===== src/rtl/seq_alu.sv =====
// Multi-cycle ALU: single-cycle logic ops, shift-add multiply and restoring divide, one bit per clock.
// Optional flag logic is compiled in when SEQ_ALU_FLAGS_EN is defined; otherwise flags reads 4'b0000.
module seq_alu #(
  parameter  int DATA_WIDTH = 16,
  localparam int CNT_WIDTH  = $clog2(DATA_WIDTH) + 1
) (
  input  logic                  clk,
  input  logic                  rst,
  input  logic                  start,
  input  logic [2:0]            oc,
  input  logic [DATA_WIDTH-1:0] a,
  input  logic [DATA_WIDTH-1:0] b,
  output logic                  ready,
  output logic                  done,
  output logic [DATA_WIDTH-1:0] f,
  output logic [DATA_WIDTH-1:0] rem,
  output logic [3:0]            flags,
  output logic                  div_zero
);

  localparam logic [2:0] OP_ADD = 3'b000;
  localparam logic [2:0] OP_SUB = 3'b001;
  localparam logic [2:0] OP_MUL = 3'b010;
  localparam logic [2:0] OP_DIV = 3'b011;
  localparam logic [2:0] OP_NOT = 3'b100;
  localparam logic [2:0] OP_XOR = 3'b101;
  localparam logic [2:0] OP_OR  = 3'b110;
  localparam logic [2:0] OP_AND = 3'b111;

  typedef enum logic [1:0] {
    S_IDLE = 2'd0,
    S_MUL  = 2'd1,
    S_DIV  = 2'd2,
    S_DONE = 2'd3
  } state_t;

  state_t                    state, state_nx;
  logic [CNT_WIDTH-1:0]      cnt;
  logic                      accept;
  logic                      last_iter;

  // Iterative datapath state (no reset: only meaningful after an accepted op)
  logic [DATA_WIDTH-1:0]     opa_r;
  logic [DATA_WIDTH-1:0]     opb_r;
  logic [2*DATA_WIDTH-1:0]   acc_r;
  logic [DATA_WIDTH-1:0]     part_r;
  logic [DATA_WIDTH-1:0]     quot_r;

  logic [DATA_WIDTH:0]       mul_sum;
  logic [2*DATA_WIDTH-1:0]   acc_nx;
  logic [DATA_WIDTH:0]       trial;
  logic [DATA_WIDTH-1:0]     part_nx;
  logic [DATA_WIDTH-1:0]     quot_nx;

  logic [DATA_WIDTH-1:0]     add_w;
  logic [DATA_WIDTH-1:0]     sub_w;

  logic                      res_ld;
  logic [DATA_WIDTH-1:0]     res_f;
  logic [DATA_WIDTH-1:0]     res_rem;
  logic                      res_dz;

`ifdef SEQ_ALU_FLAGS_EN
  logic                      res_c;
  logic                      res_v;
  logic [3:0]                flags_r;

  function automatic logic [3:0] pack_flags(input logic [DATA_WIDTH-1:0] r,
                                            input logic c,
                                            input logic v);
    return {(r == '0), r[DATA_WIDTH-1], c, v};
  endfunction
`endif

  assign accept    = start && (state == S_IDLE);
  assign last_iter = (cnt == CNT_WIDTH'(DATA_WIDTH - 1));
  assign ready     = (state == S_IDLE);
  assign done      = (state == S_DONE);

  always_comb begin
    state_nx = state;
    unique case (state)
      S_IDLE: begin
        if (start) begin
          if (oc == OP_MUL)                   state_nx = S_MUL;
          else if (oc == OP_DIV && b != '0)   state_nx = S_DIV;
          else                                state_nx = S_DONE;
        end
      end
      S_MUL:   if (last_iter) state_nx = S_DONE;
      S_DIV:   if (last_iter) state_nx = S_DONE;
      S_DONE:  state_nx = S_IDLE;
      default: state_nx = S_IDLE;
    endcase
  end

  // Shift-add multiply step: conditionally add A into the high half, then shift the whole accumulator right
  always_comb begin
    mul_sum = {1'b0, acc_r[2*DATA_WIDTH-1:DATA_WIDTH]} +
              (acc_r[0] ? {1'b0, opa_r} : {(DATA_WIDTH+1){1'b0}});
    acc_nx  = {mul_sum, acc_r[DATA_WIDTH-1:1]};
  end

  // Restoring divide step: the partial remainder stays below the divisor, so it fits in DATA_WIDTH bits
  always_comb begin
    trial = {part_r, quot_r[DATA_WIDTH-1]} - {1'b0, opb_r};
    if (!trial[DATA_WIDTH]) begin
      part_nx = trial[DATA_WIDTH-1:0];
      quot_nx = {quot_r[DATA_WIDTH-2:0], 1'b1};
    end else begin
      part_nx = {part_r[DATA_WIDTH-2:0], quot_r[DATA_WIDTH-1]};
      quot_nx = {quot_r[DATA_WIDTH-2:0], 1'b0};
    end
  end

  // Result selection for whichever edge raises done
  always_comb begin
    add_w   = a + b;
    sub_w   = a - b;
    res_ld  = 1'b0;
    res_f   = '0;
    res_rem = '0;
    res_dz  = 1'b0;
`ifdef SEQ_ALU_FLAGS_EN
    res_c   = 1'b0;
    res_v   = 1'b0;
`endif
    unique case (state)
      S_IDLE: begin
        if (start) begin
          unique case (oc)
            OP_ADD: begin
              res_ld = 1'b1;
              res_f  = add_w;
`ifdef SEQ_ALU_FLAGS_EN
              res_c  = (add_w < a);
              res_v  = (a[DATA_WIDTH-1] == b[DATA_WIDTH-1]) &&
                       (add_w[DATA_WIDTH-1] != a[DATA_WIDTH-1]);
`endif
            end
            OP_SUB: begin
              res_ld = 1'b1;
              res_f  = sub_w;
`ifdef SEQ_ALU_FLAGS_EN
              res_c  = (a < b);
              res_v  = (a[DATA_WIDTH-1] != b[DATA_WIDTH-1]) &&
                       (sub_w[DATA_WIDTH-1] != a[DATA_WIDTH-1]);
`endif
            end
            OP_MUL: res_ld = 1'b0;
            OP_DIV: begin
              if (b == '0) begin
                res_ld  = 1'b1;
                res_f   = '1;
                res_rem = a;
                res_dz  = 1'b1;
              end
            end
            OP_NOT: begin
              res_ld = 1'b1;
              res_f  = ~a;
            end
            OP_XOR: begin
              res_ld = 1'b1;
              res_f  = a ^ b;
            end
            OP_OR: begin
              res_ld = 1'b1;
              res_f  = a | b;
            end
            OP_AND: begin
              res_ld = 1'b1;
              res_f  = a & b;
            end
            default: res_ld = 1'b0;
          endcase
        end
      end
      S_MUL: begin
        if (last_iter) begin
          res_ld = 1'b1;
          res_f  = acc_nx[DATA_WIDTH-1:0];
`ifdef SEQ_ALU_FLAGS_EN
          res_c  = |acc_nx[2*DATA_WIDTH-1:DATA_WIDTH];
`endif
        end
      end
      S_DIV: begin
        if (last_iter) begin
          res_ld  = 1'b1;
          res_f   = quot_nx;
          res_rem = part_nx;
        end
      end
      default: res_ld = 1'b0;
    endcase
  end

  always_ff @(posedge clk) begin
    if (accept) begin
      opa_r  <= a;
      opb_r  <= b;
      acc_r  <= {{DATA_WIDTH{1'b0}}, b};
      part_r <= '0;
      quot_r <= a;
    end else if (state == S_MUL) begin
      acc_r  <= acc_nx;
    end else if (state == S_DIV) begin
      part_r <= part_nx;
      quot_r <= quot_nx;
    end
  end

  // Control and architectural outputs
  always_ff @(posedge clk) begin
    if (rst) begin
      state    <= S_IDLE;
      cnt      <= '0;
      f        <= '0;
      rem      <= '0;
      div_zero <= 1'b0;
`ifdef SEQ_ALU_FLAGS_EN
      flags_r  <= 4'b0000;
`endif
    end else begin
      state <= state_nx;
      if (accept)
        cnt <= '0;
      else if (state == S_MUL || state == S_DIV)
        cnt <= cnt + CNT_WIDTH'(1);
      if (res_ld) begin
        f        <= res_f;
        rem      <= res_rem;
        div_zero <= res_dz;
`ifdef SEQ_ALU_FLAGS_EN
        flags_r  <= pack_flags(res_f, res_c, res_v);
`endif
      end
    end
  end

`ifdef SEQ_ALU_FLAGS_EN
  assign flags = flags_r;
`else
  assign flags = 4'b0000;
`endif

endmodule

===== config.mk =====
export PLATFORM = sky130hd
export DESIGN_NAME = seq_alu
export DESIGN_NICKNAME = d
export VERILOG_FILES = /design/src/rtl/seq_alu.sv
export SDC_FILE = /design/constraint.sdc
export NUM_CORES = 1
export LEC_CHECK = 0
export CAP_MARGIN = 25
export CORE_MARGIN = 2
export CORE_UTILIZATION = 30
export DETAILED_ROUTE_END_ITERATION = 12
export PLACE_DENSITY_LB_ADDON = 0.08
export SLEW_MARGIN = 20
export SYNTH_ARGS = -nofsm -noshare
export SYNTH_HDL_FRONTEND = slang
export SYNTH_SLANG_ARGS = --single-unit

===== constraint.sdc =====
create_clock -name clk -period 5.7 [get_ports clk]
set_clock_uncertainty 0.2 [all_clocks]
set_input_delay 1.425 -clock clk [delete_from_list [all_inputs] [get_ports clk]]
set_output_delay 1.425 -clock clk [all_outputs]
set_load 0.005 [all_outputs]

=== Word level (Yosys, flattened, before mapping) ===
Index checks and enable logic that the tools add are counted.

* Bits in registers: 136
* Bits in latches: 0
* Bits in writable memories: 0
* Bits in read-only memories: 0
* Bits of input ports: 38
* Output and inout port bits: 39
* Logic and storage cells: 82
* Memories: 0

* Add/sub/neg operators: 5
* $mul: 0
* Div/mod/pow operators: 0
* Magnitude comparators: 0
* Equal/unequal tests: 14
* Shift-type cells: 0
* Multiplexer cells: 32
* Bitwise gates (word level): 5
* Reduce and logical (&&, ||, !) cells: 15

{| class="wikitable"
|+ Operators by type and width
! kind !! number
|-
| two-way mux 16 bit || 15
|-
| one-hot mux 16 bit (7 select lines) || 1
|-
| one-hot mux 16 bit (3 select lines) || 1
|-
| one-hot mux 16 bit (2 select lines) || 1
|-
| adder 16 x 16 -> 17 bit || 1
|-
| subtractor 17 x 16 -> 17 bit || 1
|-
| adder 16 bit || 1
|-
| AND 16 bit || 1
|-
| logical NOT 16 bit || 1
|-
| inverter 16 bit || 1
|-
| bitwise OR 16 bit || 1
|-
| nonzero test 16 bit || 1
|-
| subtractor 16 bit || 1
|-
| XOR 16 bit || 1
|-
| equality test 3 bit, second input constant || 4
|-
| two-way mux 1 bit || 8
|-
| equality test 3 x 2 -> 1 bit, second input constant || 2
|-
| two-way mux 2 bit || 3
|-
| one-hot mux 2 bit (3 select lines) || 1
|-
| AND reduction 2 bit || 3
|-
| OR reduction 6 bit || 1
|-
| adder 5 x 1 -> 5 bit, second input constant || 1
|-
| equality test 5 x 4 -> 1 bit, second input constant || 1
|-
| equality test 2 bit, second input constant || 2
|-
| 13 further kinds || 17
|}

=== Logic depth before layout (Yosys ltp) ===
Gate-level depths: netlist (run 1).

* Depth after elaboration: 6
* Depth in mapped cells: 16
* Gate-level depth less buffers: 15

=== Least setup slack after synthesis (run 1) ===
Ideal clock, no wire load.

* Path type: in2reg
* From: in oc[0]
* To: reg f[14]
* Setup time: 0.065 ns
* Arrival time: 4.778 ns
* Required time: 5.435 ns
* Path slack: 0.657 ns
* Cell stages on the path: 16
* Path buffers: 2
* Path through: clkbuf_1 -> inv_2 -> buf_1 -> nor3_1 -> a31oi_1 -> xnor2_1 -> ha_1 -> o21ai_0 -> a21oi_1 -> o21ai_0 -> o21ai_0 -> o41ai_1 -> mux2_2 -> a31oi_1 -> o22ai_1 -> nor2_1

* Longest elaborated chain between the ends: 5
* Elaborated cells on any way between the ends: 15
* Those cells by class: eq/ne (7); mux (6); reduce/logical (2)

{| class="wikitable"
|+ RTL lines
! element !! line !! text
|-
| start, declared || 10 || <nowiki>input logic [2:0] oc,</nowiki>
|-
| equality test 3 bit (tied with other cells) || 131 || <nowiki>unique case (oc)</nowiki>
|-
| OR reduction 6 bit (no line) || - ||
|-
| one-hot mux 1 bit (3 select lines) || 131 ||
|-
| two-way mux 1 bit || 130 || <nowiki>if (start) begin</nowiki>
|-
| one-hot mux 1 bit (2 select lines) || 128 || <nowiki>unique case (state)</nowiki>
|-
| end signal, assigned || 232 || <nowiki>f <= res_f;</nowiki>
|-
| end, declared || 15 || <nowiki>output logic [DATA_WIDTH-1:0] f,</nowiki>
|}

Parallel ways exist; a longest one is shown, timed or not.
A chain may end at the register's enable or synchronous reset.

=== Worst setup path after layout (run 1) ===
* From: in b[1]
* To: reg f[13]

* Longest elaborated chain between the ends: 5
* Elaborated cells on any way between the ends: 11
* Those cells by class: add/sub (2); mux (8); reduce/logical (1)

{| class="wikitable"
|+ RTL lines
! element !! line !! text
|-
| start, declared || 12 || <nowiki>input logic [DATA_WIDTH-1:0] b,</nowiki>
|-
| parallel branches: the longest is 5 deep, another holds subtractor 16 bit || - ||
|}

Parallel ways; which one is timed is not known.

==> impl_metrics.toml, run 1 <==
[outcome]
status = "finished, final reports clean"

[die]
fp.dieW_um = 180
core_area_um2 = 30600
die_h_um = 180
rows = 64
start_util_pct = 30.5
top_level_ports = 77
dieArea_um2 = 32500

[yosys]
synth_top_cell_area_share_pct = 20.6
synth.largest_area_cell = "edfxtp_1"
async_flop_share_pct = 0
synth.avg_cell_area_um2 = 9.05
synth_area_um2 = 9320
synthTopCellsByArea = "edfxtp_1 (21%), dfxtp_1 (15%), ha_1 (12%), nor2_1 (3.9%), o21ai_0 (3.8%)"
ys_ff_latch = 136
synthCells = 1030
yosys_warnings = 0
yosysUniqueCellTypes = 72
synth_flop_cell = "dfxtp_1"
ys_seq_area_share_pct = 36.1
synth-edff-count = 64

[cts]
cts_max_level = 4
cts.root.buffer_cell = "clkbuf_16"
cts.repair.resized = 0
numCtsBuffers = 17
cts.path.max_buffers = 2
holdBufCountCts = 0
clock_sinks = 136
path_clk_slew_ns = 0.06
clock_latency_ns = 0.44
cts_tree = "yes"
post_cts_buffers = 0

[layout]
seqCellArea_um2 = 3360
antenna_cells = 0
multi_input_area_um2 = 5430
drive_gt1_share_pct = 9.03
finalNetCount = 1234
area_growth_syn_to_layout_pct = 20.1
n_fill_cell = 3179

[grt]
grt_pass1_vias = 7860
grt_pass1_wl_mm = 47.6
grt_start_max_net_pins = 50
grtUsageTotal_pct = 19.3
grt-ovfl-total = 0
antenna_found_initial = 0

[critical_path]
criticalPathCategory = "primary input to flip-flop"
path_max_fanout = 5
rrSetupSlack_ns = 1.70
endpoint_kind = "flip-flop"
required_ns = 5.77
critPathArrivalTime_ns = 5.04
worstSetupStartpointType = "primary input"

[sta]
fin_crit_ns = 4.97
setup_tns_ns = 0
hold_viol = 0
post-route-period-util_pct = 87.2
rsz0062_at_grt = "false"
final_max_slew_viol_count = 0
hold_slack_ns = 0.270
worst_slack_ns = 0.727
slew_headroom_pct = 31.5
setup_viol_count_final = 0
worst_pin_slew_ns = 1.03
fmax_ghz = 0.201

[power_and_ir_drop]
ir_drop_mv = 0.200
p_leak_nw = 4.50
power-per-cell-area_nw_per_um2 = 436

[job]
max_cap_violations = 0

[route]
route.vias.total = 7934
viasPerCell = 5.24
antenna_left = 0
first_pass_iters = 6
wl_per_cell_um = 20.6
drt_wl_total_mm = 31.2
dr.first_iter.drc_count = 577
route.detailed.drc = 0

[place]
post-place-ws_ns = 0.299
portBuffers = 72
gp_congestion = 0.866
hpwl_mm = 22.6

[worst_hold_path]
hold_path.class = "flip-flop to flip-flop"
final timing paths:
path / end / start / cells past startpoint
worst max-delay path: f[13] / b[1] / 16
worst min-delay path: acc_r[24] / acc_r[24] / 2
worst max register to register: rem[1] / quot_r[15] / 13
worst min register to register: acc_r[24] / acc_r[24] / 2
metrics by stage:
stage / utilization, % / area (um^2) / cells / power [mW]
after floorplan: - / 9330 / 1033 / 3.08
after global placement: 34.5 / 10600 / 1481 / 3.73
after detailed placement: 34.5 / 10600 / 1481 / 3.73
after CTS: 36.5 / 11200 / 1513 / 4.93
after global routing: 36.6 / 11200 / 1514 / 5.24
final: 36.6 / 11200 / 1514 / 4.88
sequential cells by signal, indices dropped and copies added (netlist names):
| name | cells |
|---|---|
| opa_r | 16 |
| part_r | 16 |
| acc_r | 32 |
| f | 16 |
| div_zero | 1 |
| state | 2 |
| opb_r | 16 |
| cnt | 5 |
| quot_r | 16 |
| rem | 16 |
cell usage in the layout, fill, tap and decap left out, drive strengths merged, types with 4 or more instances in the layout:
cell | Yosys | layout
nor2 | 96 | 96
dfxtp | 72 | 72
nor3 | 29 | 29
nand2b | 13 | 13
edfxtp | 64 | 64
nand4 | 5 | 5
o21ai | 72 | 72
mux2i | 23 | 23
a221o | 4 | 4
a21o | 8 | 8
o22ai | 6 | 6
nor2b | 4 | 4
a31oi | 13 | 13
o211ai | 12 | 12
ha | 88 | 88
a221oi | 15 | 15
a22oi | 9 | 9
mux4 | 10 | 10
a21oi | 60 | 60
and3 | 5 | 5
buf | 14 | 36
o31ai | 5 | 5
mux2 | 9 | 9
o21a | 14 | 14
conb | 1 | 4
inv | 80 | 82
or3 | 9 | 9
clkinv | 2 | 7
a211oi | 32 | 32
nand3 | 14 | 14
and2 | 19 | 19
nand2 | 91 | 91
clkdlybuf4s50 | 0 | 71
xor2 | 13 | 13
xnor2 | 31 | 31
a222oi | 11 | 11
clkbuf | 40 | 22
power by group:
part,internal [mW],total (mW),switching [mW],leakage (nW)
Sequential,1.40,1.60,0.198,1.20
Combinational,0.870,2.10,1.23,3.00
Clock,0.709,1.18,0.469,0.301
cells by family (layout without fill, tap and decap cells):
| family | after synthesis | count (layout) | synth area share [%] |
|---|---|---|---|
| xor+xnor | 44 | 44 | 4.14 |
| simple gates | 294 | 294 | 14.8 |
| mux | 42 | 42 | 6.14 |
| flops | 136 | 136 | 36.1 |
| compound gates | 286 | 286 | 20.5 |
| fa+ha+maj | 91 | 91 | 12.5 |
| buf+inv | 136 | 221 | 5.79 |
| other cells | 1 | 4 | 0.0402 |
cell type report:
cell class	count	area share, %
Clock buffer	22	4.44
Clock inverter	10	1.03
Inverter	82	2.75
Multi-Input combinational cell	761	48.5
Sequential cell	136	30.0
Tap cell	396	4.43
Timing Repair Buffer	107	8.81
worst max-delay path, stage by stage:
cell             delay, ns
clkdlybuf4s50_1       0.53
inv_1                 0.18
ha_1                  0.22
nand2_1               0.14
o41ai_1               0.39
xnor2_1               0.15
ha_1                  0.33
o21ai_0               0.17
nor3_1                0.21
o21ai_0               0.15
and3_1                0.19
o31ai_1               0.34
xnor2_1               0.16
o21ai_0               0.10
a211oi_1              0.29
nor3_1                0.08
cells in the mapped netlist (all sizes together), types with 8 or more instances:
| cell type | count |
|---|---|
| o21ai | 72 |
| a31oi | 13 |
| nand2b | 13 |
| nor2 | 96 |
| nor3 | 29 |
| a22oi | 9 |
| o21a | 14 |
| a21oi | 60 |
| a222oi | 11 |
| dfxtp | 72 |
| or3 | 9 |
| ha | 88 |
| inv | 80 |
| a21o | 8 |
| o211ai | 12 |
| mux2 | 9 |
| xnor2 | 31 |
| nand2 | 91 |
| edfxtp | 64 |
| a211oi | 32 |
| a221oi | 15 |
| clkbuf | 40 |
| buf | 14 |
| nand3 | 14 |
| xor2 | 13 |
| mux4 | 10 |
| and2 | 19 |
| mux2i | 23 |
per-layer routing:
metal  vias to the layer above  GRT usage, %  wire length, um
li1                       3897             -                -
met4                         0          5.06              526
met5                         -             0                0
met3                        36          2.83             1010
met1                      3815          25.4            14600
met2                       186          33.0            15000
No activity file was read; power rests on OpenSTA's default activity.
==> run 2, diff against run 1 <==
--- a/config.mk
+++ b/config.mk
@@ -9,6 +9,7 @@
 export CORE_MARGIN = 2
 export CORE_UTILIZATION = 30
 export DETAILED_ROUTE_END_ITERATION = 12
+export GPL_TIMING_DRIVEN = 0
 export PLACE_DENSITY_LB_ADDON = 0.08
 export SLEW_MARGIN = 20
 export SYNTH_ARGS = -nofsm -noshare
==> constraint.sdc (replaced) <==
create_clock -name clk -period 5.7 [get_ports clk]
set_clock_uncertainty 0.2 [all_clocks]
set_input_delay 1.425 -clock clk [delete_from_list [all_inputs] [get_ports clk]]
set_output_delay 1.425 -clock clk [all_outputs]
set_load 0.01 [all_outputs]
==> run 2 against run 1 <==
- non-clock buffer count rose by 18
- power up 0.18%
- first-iteration DRC count grew 12%
- clock power fell by 8%
- register-to-register slack got worse by 0.05 ns
- sequential power about the same
- critical path type unchanged
- highest routed layer unchanged
==> impl_metrics.toml, run 2 (synthesis gave the netlist of run 1 again) <==
[outcome]
status = "finished, final reports clean"

[power_and_ir_drop]
power.total_mw = 4.89
p_sw_share_pct = 40.6
power.switching_mw = 1.99
power-per-cell-area_nw_per_um2 = 441
ir_drop_mv = 0.185
power.share.clock_pct = 22.2
p_comb_share_pct = 45.4
p_seq_share_pct = 32.5
p_leak_nw = 4.40
p_int_mw = 2.91

[sta]
hold_viol = 0
fmax_ghz = 0.186
setup_viol_count_final = 0
setup_tns_ns = 0
final_max_slew_viol_count = 0
worst_slack_ns = 0.330
fin_crit_ns = 5.37
worst_pin_slew_ns = 0.924
rsz0062_at_grt = "false"
slew_headroom_pct = 38.0
post-route-period-util_pct = 94.2

[route]
wl_per_cell_um = 21.6
route.detailed.drc = 0
drt_wl_total_mm = 33.2
antenna_left = 0
first_pass_iters = 5
viasPerCell = 5.33
dr.first_iter.drc_count = 647
route.vias.total = 8162

[die]
start_util_pct = 30.5
die_h_um = 180
top_level_ports = 77
fp.dieW_um = 180
core_area_um2 = 30600
dieArea_um2 = 32500
rows = 64

[layout]
largest_register_ffs = 32
finalInstanceArea_um2 = 11100
n_fill_cell = 3206
antenna_cells = 0
area_growth_syn_to_layout_pct = 19.2
regMostFlops = "acc_r"
drive_gt1_share_pct = 6.60
layout_common_cells = "nor2_1 (94), nand2_1 (91), ha_1 (88)"
seqCellArea_um2 = 3360
finalNetCount = 1252
layout_commonest_cell = "nor2_1"
multi_input_area_um2 = 5440

[cts]
cts.root.buffer_cell = "clkbuf_16"
clock_latency_ns = 0.43
cts.path.max_buffers = 2
cts_max_level = 4
clock_sinks = 136
cts_tree = "yes"
numCtsBuffers = 17
holdBufCountCts = 0
path_clk_slew_ns = 0.06

[grt]
grt_start_max_net_pins = 42
grt_pass1_wl_mm = 50.0
grt-ovfl-total = 0
antenna_found_initial = 3
grtUsageTotal_pct = 20.5
grt_pass1_vias = 7997

[place]
place_area_um2 = 10500
portBuffers = 70
hpwl_mm = 25.4
gp_congestion = 0.851
post-place-ws_ns = -0.784

[critical_path]
criticalPathCategory = "primary input to flip-flop"
endpoint_kind = "flip-flop"
critPathArrivalTime_ns = 5.54
required_ns = 5.87
worstSetupStartpointType = "primary input"
rrSetupSlack_ns = 1.65
path_max_fanout = 10

[worst_hold_path]
hold_path.class = "flip-flop to flip-flop"

[job]
max_cap_violations = 0
==> run 2: power by group through the flow <==
stage	logic, mW	clock network, mW	registers [mW]
after floorplan	1.54	0	1.55
after global placement	2.20	0	1.61
after detailed placement	2.21	0	1.60
after CTS	2.23	1.11	1.59
after global routing	2.48	1.15	1.63
final	2.22	1.08	1.59
==> run 2: through the flow <==
step	hold WS [ns]	utilization (%)	instances
floorplan	0.245	-	1033
global placement	0.256	34.4	1499
detailed placement	0.261	34.5	1500
CTS	0.270	36.3	1532
global route	0.285	36.3	1532
finish	0.272	36.3	1532
==> run 2: timing repair <==
action,in CTS,in global routing
endpoints found under the setup margin,5,8
gates resized for setup,2,6
gates cloned,0,0
setup buffers,0,0
==> run 2: worst paths after layout <==
check / from / end / cells after the start
setup reg to reg: quot_r[15] / rem[6] / 14
hold reg to reg: acc_r[24] / acc_r[24] / 2
setup / recovery: oc[1] / f[14] / 15
hold / removal: acc_r[24] / acc_r[24] / 2
==> run 2: critical path: stages <==
cell and delay (ns):
clkbuf_1 0.52, buf_1 0.59, nor3_4 0.17, a31oi_1 0.22, xnor2_1 0.15, ha_1 0.28, o21ai_0 0.34, a21oi_1 0.14
o21ai_0 0.15, o21ai_0 0.24, o41ai_1 0.39, mux2_2 0.40, a31oi_1 0.28, o22ai_1 0.13, nor2_1 0.09
==> run 2: final cells by class <==
| cell class | instances | share of cell area (%) |
|---|---|---|
| buffer | 54 | 2.14 |
| clock buffer | 23 | 4.23 |
| clock inverter | 9 | 0.676 |
| inverter | 82 | 2.77 |
| multi-input combinational | 761 | 49.0 |
| sequential | 136 | 30.3 |
| tap | 396 | 4.46 |
| timing repair buffer | 71 | 6.41 |
==> run 2: metal layers <==
metal  part of all wire, %  track usage, %
met1                    46            27.7
met2                    47            34.2
met3                   4.1            2.95
met4                   1.9            5.61
met5                     0               0
==> run 3, diff against run 2 <==
--- a/config.mk
+++ b/config.mk
@@ -11,7 +11,8 @@
 export DETAILED_ROUTE_END_ITERATION = 12
 export GPL_TIMING_DRIVEN = 0
 export PLACE_DENSITY_LB_ADDON = 0.08
-export SLEW_MARGIN = 20
+export REMOVE_ABC_BUFFERS = 1
+export SLEW_MARGIN = 0
 export SYNTH_ARGS = -nofsm -noshare
 export SYNTH_HDL_FRONTEND = slang
 export SYNTH_SLANG_ARGS = --single-unit
==> run 3 against run 2 <==
- sequential share of layout area decreased by 0.20 points
- highest routed layer unchanged
- via count decreased by 5.0%
- worst hold slack about the same
- wire length decreased by 13%
- critical path depth increased by 1
- critical endpoint unchanged
- non-clock buffer count decreased by 41
- largest cell class unchanged
- largest power group unchanged
==> impl_metrics.toml, run 3 (synthesis gave the netlist of run 1 again) <==
[layout]
final_util_pct = 36.5
finalInstanceArea_um2 = 11200
layout_common_cells = "nor2_1 (94), nand2_1 (90), ha_1 (88)"
area_growth_syn_to_layout_pct = 19.9
drive_gt1_share_pct = 7.76
finalNetCount = 1211
fin_cells = 1491
antenna_cells = 0
largest_register_ffs = 32
n_fill_cell = 3162
regMostFlops = "acc_r"
layout_commonest_cell = "nor2_1"

[sta]
final_max_slew_viol_count = 0
worst_pin_slew_ns = 1.07
slew_headroom_pct = 28.4
hold_slack_ns = 0.272
worst_slack_ns = 0.456
fin_crit_ns = 5.24
rsz0062_at_grt = "false"
fmax_ghz = 0.191
post-route-period-util_pct = 92.0
hold_viol = 0
setup_tns_ns = 0
setup_viol_count_final = 0

[die]
fp.dieW_um = 180
rows = 64
core_area_um2 = 30600
die_h_um = 180
dieArea_um2 = 32500
start_util_pct = 30.5
top_level_ports = 77

[grt]
grtUsageTotal_pct = 18.3
antenna_found_initial = 0
grt_start_max_net_pins = 80
grt-ovfl-total = 0
grt_pass1_vias = 7917
grt_pass1_wl_mm = 45.9

[route]
drt_wl_total_mm = 28.8
viasPerCell = 5.20
wl_per_cell_um = 19.3
first_pass_iters = 7
dr.first_iter.drc_count = 400
route.vias.total = 7750
route.detailed.drc = 0
antenna_left = 0

[power_and_ir_drop]
p_int_mw = 2.97
power.switching_mw = 1.91
power-per-cell-area_nw_per_um2 = 436
power.total_mw = 4.88
ir_drop_mv = 0.214
p_seq_share_pct = 32.3
p_sw_share_pct = 39.2
p_comb_share_pct = 44.1
p_leak_nw = 4.45
power.share.clock_pct = 23.6

[critical_path]
critPathTopFamily = "simple AND/OR/NAND/NOR gates"
path_cells = "clkdlybuf4s50_1 > or4_4 > nor2_1 > nand2_1 > nor2_1 > nor2_1 > xnor2_1 > ha_1 > and3_1 > a21oi_1 > o21ai_1 > o41ai_1 > mux2_2 > a31oi_1 > o22ai_1 > nor2_1"
reg2reg_depth = 13
critPathArrivalTime_ns = 5.42
required_ns = 5.87
criticalPathCategory = "primary input to flip-flop"
cpPeakStageDelay_ns = 0.64
path_max_fanout = 6
cpMostUsedCell = "nor2_1"
crit_buf_inv = 1
worstSetupStartpointType = "primary input"
endpoint_kind = "flip-flop"
path_depth = 16
cp_slowest_cell = "or4_4"

[place]
hpwl_mm = 20.9
post-place-ws_ns = -0.920
portBuffers = 72
place_area_um2 = 10600
placed_cells = 1458
gp_congestion = 0.855

[cts]
clock_sinks = 136
numCtsBuffers = 17
cts_max_level = 4
path_clk_slew_ns = 0.07
cts.root.buffer_cell = "clkbuf_16"
cts.path.max_buffers = 2
cts_tree = "yes"
clock_latency_ns = 0.44

[worst_hold_path]
hold_path.class = "flip-flop to flip-flop"
hold_depth = 2

[outcome]
status = "finished, final reports clean"

[job]
max_cap_violations = 0
[run 3: cell type report]
class	instances	area [um^2]	area share (%)
Multi-Input combinational cell	761	5450	48.7
Sequential cell	136	3360	30.1
Timing Repair Buffer	84	960	8.59
Tap cell	396	495	4.43
Clock buffer	19	475	4.25
Inverter	82	309	2.77
Clock inverter	13	128	1.14
[run 3: power groups by stage]
stage | Clock (mW) | Combinational [mW] | Sequential (mW)
after global routing | 1.22 | 2.41 | 1.62
after detailed placement | 0 | 2.16 | 1.59
after CTS | 1.18 | 2.17 | 1.58
final | 1.15 | 2.15 | 1.58
after global placement | 0 | 2.08 | 1.61
after floorplan | 0 | 1.48 | 1.56
[run 3: timing repair]
item                                   4_1_cts  5_1_grt
gates resized for setup                      3        5
setup buffers                                0        0
hold buffers                                 0        0
endpoints found under the hold margin        0        0
pin swaps                                    0        0
setup endpoints to repair                    7        6
[run 3: worst min-delay path, cell delays in order (launching register included)]
cell and delay, ns:
dfxtp_1 0.31, nand2_1 0.06, a21oi_1 0.05
[run 3: metal layers]
metal / track usage, % / share of wire, % / vias to the layer above
met5: 0 / 0 / -
met4: 5.00 / 1.3 / 0
met3: 3.07 / 3.0 / 21
met2: 31.1 / 48 / 123
met1: 23.8 / 47 / 3744
li1: - / - / 3862
[run 3: worst paths after layout]
check | startpoint | to | slack [ns]
hold reg to reg | acc_r[24] | acc_r[24] | 0.27
setup reg to reg | quot_r[15] | rem[4] | 1.73
setup / recovery | b[5] | f[14] | 0.46
hold / removal | acc_r[24] | acc_r[24] | 0.27
